<file path="config.mk">
export PLATFORM = sky130hd
export DESIGN_NAME = planificador_comida
export DESIGN_NICKNAME = d
export VERILOG_FILES = /design/src/rtl/planificador_comida_pkg.sv /design/src/rtl/planificador_comida_contador_tick.sv /design/src/rtl/planificador_comida.sv
export SDC_FILE = /design/constraint.sdc
export NUM_CORES = 1
export LEC_CHECK = 0
export BUFFER_PORTS_ARGS = -buffer_cell sky130_fd_sc_hd__buf_2
export CORE_AREA = 2 2 103 105
export DETAILED_ROUTE_END_ITERATION = 10
export DIE_AREA = 0 0 105 107
export GPL_TIMING_DRIVEN = 0
export PLACE_DENSITY_LB_ADDON = 0.3
export SETUP_SLACK_MARGIN = 0.5
export SYNTH_ARGS = -nofsm -noshare
export SYNTH_HDL_FRONTEND = slang
export SYNTH_SLANG_ARGS = --single-unit
</file>
<file path="constraint.sdc">
create_clock -name clk -period 4.9 [get_ports clk]
set_input_delay 0.245 -clock clk [delete_from_list [all_inputs] [get_ports clk]]
set_output_delay 0.245 -clock clk [all_outputs]
set_load 0.01 [all_outputs]
</file>
<file path="src/rtl/planificador_comida_pkg.sv">
// Shared definitions for the pet controller: arbiter state codes and food level codes.
package pkg_mascota;

   typedef enum logic [1:0] {
      IDLE        = 2'b00,
      ALIMENTANDO = 2'b01,
      MEDICANDO   = 2'b10,
      ENFRIANDO   = 2'b11
   } estado_t;

   // Food level codes, also consumed by the pet state machine
   localparam logic [1:0] NIVEL_VACIO = 2'd0;
   localparam logic [1:0] NIVEL_BAJO  = 2'd1;
   localparam logic [1:0] NIVEL_MEDIO = 2'd2;
   localparam logic [1:0] NIVEL_LLENO = 2'd3;

   localparam logic [1:0] NIVEL_MAX = NIVEL_LLENO;
   localparam logic [1:0] NIVEL_MIN = NIVEL_VACIO;

   // Clamp a 3-bit intermediate level back into the 2-bit level range
   function automatic logic [1:0] saturar_nivel(input logic [2:0] valor);
      if (valor > {1'b0, NIVEL_MAX})
         return NIVEL_MAX;
      else
         return valor[1:0];
   endfunction

endpackage

</file>
<file path="src/rtl/planificador_comida_contador_tick.sv">
// Modulo-N counter with enable and clear; tc is high on the enabled cycle that wraps.
module contador_tick #(
   parameter int N = 2
) (
   input  logic clk,
   input  logic clr,
   input  logic en,
   output logic tc
);

   localparam int W = (N > 1) ? $clog2(N) : 1;
   localparam logic [W-1:0] ULTIMO = W'(N - 1);

   logic [W-1:0] cnt;

   assign tc = en && (cnt == ULTIMO);

   // Count while enabled, wrap to zero at the terminal count; clear wins over enable
   always_ff @(posedge clk) begin
      if (clr)
         cnt <= '0;
      else if (en)
         cnt <= tc ? '0 : cnt + 1'b1;
   end

endmodule

</file>
<file path="src/rtl/planificador_comida.sv">
// Food level controller: hunger decay, held-button feeding and food/medicine arbitration.
module planificador_comida
   import pkg_mascota::*;
#(
   parameter int DECAY_TICKS    = 50_000_000,
   parameter int FEED_TICKS     = 25_000_000,
   parameter int COOLDOWN_TICKS = 12_500_000,
   parameter int NIVEL_INICIAL  = 3
) (
   input  logic       clk,
   input  logic       reset,
   input  logic       Boton_Comida,
   input  logic       Boton_Medicina,
   input  logic       Sensor_Luz,
   input  logic       Activo_Comida,
   input  logic       Activo_Medicina,
   output logic [1:0] Nivel_Comida,
   output logic       Medicina_Ok,
   output logic       Alerta_Desnutricion,
   output logic [1:0] Estado_Ctrl,
   output logic       Ocupado
);

   estado_t estado, estado_sig;
   logic    decay_tc, feed_tc, cool_tc;
   logic    decay_en, feed_en, feed_clr, cool_en;
   logic    pide_comida, pide_medicina;

   assign pide_comida   = Boton_Comida & Activo_Comida;
   assign pide_medicina = Boton_Medicina & Activo_Medicina;

   // Decay is frozen while feeding, so a feed step and a decay step never coincide
   assign decay_en = Sensor_Luz && (estado != ALIMENTANDO);
   assign feed_en  = (estado == ALIMENTANDO) && Boton_Comida;
   // Releasing the button discards any partial hold
   assign feed_clr = reset || ((estado == ALIMENTANDO) && !Boton_Comida);
   assign cool_en  = (estado == ENFRIANDO);

   contador_tick #(.N(DECAY_TICKS)) u_decay (
      .clk (clk),
      .clr (reset),
      .en  (decay_en),
      .tc  (decay_tc)
   );

   contador_tick #(.N(FEED_TICKS)) u_feed (
      .clk (clk),
      .clr (feed_clr),
      .en  (feed_en),
      .tc  (feed_tc)
   );

   contador_tick #(.N(COOLDOWN_TICKS)) u_cool (
      .clk (clk),
      .clr (reset),
      .en  (cool_en),
      .tc  (cool_tc)
   );

   // Arbiter state register
   always_ff @(posedge clk) begin
      if (reset)
         estado <= IDLE;
      else
         estado <= estado_sig;
   end

   // Arbiter next state: food wins over medicine, buttons only matter in IDLE
   always_comb begin
      estado_sig = estado;
      case (estado)
         IDLE: begin
            if (pide_comida)
               estado_sig = ALIMENTANDO;
            else if (pide_medicina)
               estado_sig = MEDICANDO;
         end
         ALIMENTANDO: begin
            if (!Boton_Comida)
               estado_sig = ENFRIANDO;
         end
         MEDICANDO: estado_sig = ENFRIANDO;
         ENFRIANDO: begin
            if (cool_tc)
               estado_sig = IDLE;
         end
         default: estado_sig = IDLE;
      endcase
   end

   // Food level: +1 per completed hold (saturating at 3), -1 per decay tick (floored at 0)
   always_ff @(posedge clk) begin
      if (reset)
         Nivel_Comida <= 2'(NIVEL_INICIAL);
      else if (feed_tc)
         Nivel_Comida <= saturar_nivel({1'b0, Nivel_Comida} + 3'd1);
      else if (decay_tc && (Nivel_Comida != NIVEL_MIN))
         Nivel_Comida <= Nivel_Comida - 2'd1;
   end

   // Starvation alert: a decay tick that finds the level already empty
   always_ff @(posedge clk) begin
      if (reset)
         Alerta_Desnutricion <= 1'b0;
      else
         Alerta_Desnutricion <= decay_tc && (Nivel_Comida == NIVEL_MIN);
   end

   assign Medicina_Ok = (estado == MEDICANDO);
   assign Estado_Ctrl = estado;
   assign Ocupado     = (estado != IDLE);

endmodule

</file>
Word level (Yosys, flattened, before mapping):

Cells that the tools add are included.

* $add $sub $neg: 5
* $lt $le $gt $ge: 1
* eq/ne operators: 10
* multiplexer cells: 11
* bitwise logic cells: 2
* reductions and logical operators: 16

Operators by type and width (count)
* $add 26x1->26 const B: 1
* $eq 26x26->1 const B: 1
* $mux 26: 1
* $add 25x1->25 const B: 1
* $eq 25x25->1 const B: 1
* $mux 25: 1
* $add 24x1->24 const B: 1
* $eq 24x24->1 const B: 1
* $mux 24: 1
* $mux 2: 7
* $logic_and 1x1->1: 8
* $pmux 2 s4: 1
* $reduce_bool 2->1: 3
* $eq 2x2->1 const B: 2
* $logic_not 2->1: 2
* $ne 2x2->1 const B: 2
* $add 2x1->3 const B: 1
* $gt 3x2->1 const B: 1
* $ne 3x3->1 const B: 1
* $reduce_and 3->1: 1
* $and 1x1->1: 2
* $eq 2x1->1 const B: 1
* $ne 2x1->1 const B: 1
* $sub 2x1->2 const B: 1
* other kinds (2): 2

* register bits after elaboration: 80
* input bits: 7
* output and inout bits: 7
* word-level logic and storage cells: 51

Logic depth before layout (Yosys ltp):

* depth in word-level cells: 6
* depth in mapped cells: 9

Cells and area by module:

A second synthesis with hierarchy kept.

* cells, all modules: 479
* area total of the unflattened synthesis: 4212.8 um^2

Modules (own cells, without submodules)
* contador_tick at u_decay: times used 1, cells an instance 152, area an instance 1421.4 um^2, seq. area each 520.5 um^2
* contador_tick at u_cool: times used 1, cells an instance 145, area an instance 1209.9 um^2, seq. area each 480.5 um^2
* contador_tick at u_feed: times used 1, cells an instance 139, area an instance 1192.4 um^2, seq. area each 500.5 um^2
* planificador_comida: times used 1, cells an instance 43, area an instance 389.1 um^2, seq. area each 100.1 um^2

Least setup slack after synthesis:

OpenSTA, ideal clock, no wires.

* kind: register -> register
* start: reg estado[1] (netlist: Estado_Ctrl[1])
* end: reg u_feed.cnt[10]
* library setup time: 0.117 ns
* data arrival time: 2.173 ns
* data required time: 4.783 ns
* path slack: 2.609 ns
* stages on the path, launching flop included: 10
* cells stage by stage: dfxtp_1 inv_1 ha_1 nand4_1 or2_1 buf_2 or4_1 o211ai_2 buf_2 nor2_1

* cells in the longest elaborated chain, start to end: 4
* elaborated cells on any way between the ends: 6
* those cells by class: eq/ne (1); mux (1); reduce/logical (4)

Ends and longest elaborated chain
* start, declared: line planificador_comida.sv:24 `estado_t estado, estado_sig;`
* start signal, assigned: line planificador_comida.sv:65 `estado <= estado_sig;`
* $eq 2x1->1 (*): line planificador_comida.sv:34, planificador_comida.sv:36
* $logic_and 1x1->1: line planificador_comida.sv:34 `assign feed_en = (estado == ALIMENTANDO) && Boton_Comida;`
* $logic_and 1x1->1: line planificador_comida_contador_tick.sv:16 `assign tc = en && (cnt == ULTIMO);`
* $mux 25: line planificador_comida_contador_tick.sv:23 `cnt <= tc ? '0 : cnt + 1'b1;`
* end signal, assigned: line planificador_comida_contador_tick.sv:23
* end, declared: line planificador_comida_contador_tick.sv:14 `logic [W-1:0] cnt;`

Mark *: on every way between the ends. The rest lies on a longest branch, timed or not.
A chain may end at the register's enable or synchronous reset.

Worst setup path in the final report:

* start: reg estado[1] (netlist: Estado_Ctrl[1])
* end: reg u_feed.cnt[6]

Same word-level chain as after synthesis.

==> flow_summary.toml <==
[outcome]
status = "finished, final reports clean"

[clock_network]
cts_resized = 0
htree_levels = 3
clock-sinks = 80
cts_hold_buf = 0
cts_buffers = 9
cts_tree = "built"
cts_max_path_buffers = 2
clk_latency_ns = 0.35
cts-root-buf = "clkbuf_8"
clkSlewWorstSetupHoldPaths_ns = 0.08
post_cts.repair.setup_buffers = 0

[setup_path]
slowest_stage = "or4_1"
critPathMaxStageDelay_ns = 0.58
cp_cell_sequence = "inv_1, ha_1, nand4_1, or2_1, buf_2, or4_1, o211ai_2, buf_2, nor2_1"
cp_common_cell = "buf_2"
path_class = "flip-flop to flip-flop"
critPathMaxFanout = 10
critPathArrivalTime_ns = 3.00
cp.required_ns = 5.15
crit_path_end_kind = "flip-flop"
cp-start-kind = "flip-flop"

[placement]
dp_hpwl_mm = 5.78
routabilityCongestion = 0.825
place_area_um2 = 4190
numPortBuffers = 12
post-place-ws_ns = 2.18

[finish]
nets = 513
insertedDiodeCount = 0
fillers = 1025
multiInputGateArea_um2 = 2190
regArea_um2 = 1600
syn_to_final_growth_pct = 10.8
post-route-cell-area_um2 = 4380
post-route-util_pct = 43.4
drive_gt1_share_pct = 9.18

[timing]
fmax_mhz = 363
max_slew_margin_pct = 63.0
fin_crit_sh_pct = 56.2
worst_slew_pin_slew_ns = 0.551
fin_crit_ns = 2.75
drv_slew = 0
setup-tns-final_ns = 0
rsz0062_at_grt = "no"
worst_slack_ns = 2.15
skew_ns = 0.00808
setup_viol = 0
hold_viol = 0

[floorplanning]
core.rowCount = 37
initial_utilization_pct = 39.2
pin_count = 14
die_h_um = 107
die_x_um = 105
core-area_um2 = 10100
die-area_um2 = 11200

[logic_synthesis]
synth-seq-area-share_pct = 40.5
synth_edf_count = 0
synth_area_leaders = "dfxtp_1 40%, xnor2_1 8.2%, nor2_1 7.8%"
ys_warn_count = 0
syn_avg_cell_area_um2 = 8.36
synthFlopType = "dfxtp_1"
ys_seq_elements = 80
syn_inst = 473
async_flop_share_pct = 0
netlist_area_um2 = 3960
yosysTopAreaCell = "dfxtp_1"
synth_cell_type_count = 48
synth_fp_nets = 490
netlist.area_leader.share_pct = 40.5

[grt]
antenna_found_initial = 0
grt_overflow_total = 0
grt_pass1_vias = 3079
grt_usage_pct = 15.2
grt_max_degree = 15
grt_pass1_wl_mm = 14.0

[routing]
drt_iter0_drc = 117
routedWlPerCell_um = 12.6
wirelength_mm = 8.04
num_vias = 3234
first_pass_iters = 4
remaining_drc_errors = 0
ant_nets = 0
vias_per_cell = 5.08

[job]
maxCapViolCount = 0

[power]
p_leak_nw = 1.47
total_power_mw = 1.38
power_density_nw_per_um2 = 315
ir_drop_mv = 0.141

[worst_hold_path]
hold_path_class = "primary input to flip-flop"
## critical path: cells and delay by family (launching register included)
family / cells / cell delay (ns)
buf+inv: 3 / 0.55
fa+ha+maj: 1 / 0.28
compound gates: 1 / 0.14
flops: 1 / 0.38
simple gates: 4 / 1.30
## cells in the final DEF (no fill, tap or decap), types with 2 or more instances in the layout
cell,Yosys,routed
nand3_1,21,21
xor2_1,26,26
o21ai_0,6,6
clkinv_4,0,2
and3_1,7,7
inv_1,20,20
xnor2_1,37,37
nor2b_1,3,3
nor4b_2,2,2
clkbuf_8,0,9
or3_1,7,7
and2_1,2,2
nor4b_1,3,3
nor3_1,17,17
nor2_1,82,82
nand4_1,26,26
ha_1,10,10
or4b_1,3,3
a31oi_1,2,2
dfxtp_1,80,80
nor4_1,11,11
buf_4,2,2
nand3b_1,5,5
a21oi_1,12,12
clkbuf_1,8,9
nand2_1,43,43
or4_1,3,3
nor3b_1,2,2
buf_2,8,20
and4_1,5,5
## Yosys cell counts (2+ instances only)
cell type  number
nand3_1        21
nand2_1        43
xnor2_1        37
nor3b_1         2
nor2b_1         3
dfxtp_1        80
and3_1          7
or4b_1          3
a21oi_1        12
and2_1          2
xor2_1         26
nand4_1        26
a31oi_1         2
nand3b_1        5
nor3_1         17
nor4_1         11
buf_4           2
nor2_1         82
or4_1           3
nor4b_1         3
or3_1           7
and4_1          5
o21ai_0         6
ha_1           10
buf_2           8
inv_1          20
nor4b_2         2
clkbuf_1        8
## flip-flops by register name, indices dropped and copies added (netlist names)
register / count
u_decay.cnt: 26
u_feed.cnt: 25
u_cool.cnt: 24
Estado_Ctrl: 2
Nivel_Comida: 2
Alerta_Desnutricion: 1
## cell type report
class	count	area share, %
clock inverters	6	1.57
flip-flops and latches	80	36.5
multi-input cells	355	50.1
plain buffers	18	1.94
inverters	20	1.71
clock buffers	10	2.91
well taps	136	3.88
repair buffers	12	1.37
## final timing paths
path / start / to / slack, ns / cells after the start
worst max-delay path: Estado_Ctrl[1] / u_feed.cnt[6] / 2.15 / 9
worst min-delay path: Sensor_Luz / u_decay.cnt[1] / 0.26 / 4
worst max register to register: Estado_Ctrl[1] / u_feed.cnt[6] / 2.15 / 9
worst min register to register: u_decay.cnt[1] / u_decay.cnt[1] / 0.48 / 2
## stage by stage
step | std cells | hold slack (ns)
after floorplan | 473 | 0.444
after global placement | 621 | 0.458
after detailed placement | 621 | 0.474
final | 637 | 0.258
after global routing | 637 | 0.287
after CTS | 637 | 0.241
## layer usage
| metal | wire length [um] | track usage [%] |
|---|---|---|
| met2 | 3540 | 24.3 |
| met5 | 0 | 0 |
| met1 | 4090 | 19.9 |
| met4 | 155 | 6.67 |
| met3 | 258 | 3.22 |
## kinds of logic (layout without fill, tap and decap cells)
| logic type | count (synthesis) | after routing | synth area share (%) |
|---|---|---|---|
| AOI/OAI and AO/OA | 30 | 30 | 4.97 |
| buffers and inverters | 38 | 66 | 4.05 |
| muxes | 1 | 1 | 0.253 |
| adders and majority gates | 10 | 10 | 3.16 |
| xor gates and xnor gates | 63 | 63 | 13.9 |
| and+or+nand+nor | 251 | 251 | 33.1 |
| DFF | 80 | 80 | 40.5 |
## report_power, final
| group | internal, mW | switching, mW | total [mW] |
|---|---|---|---|
| sequential | 0.669 | 0.0231 | 0.692 |
| combinational | 0.0751 | 0.124 | 0.199 |
| clock | 0.238 | 0.251 | 0.489 |
| total | 0.982 | 0.398 | 1.38 |
Power figures use the tool's default switching activity.
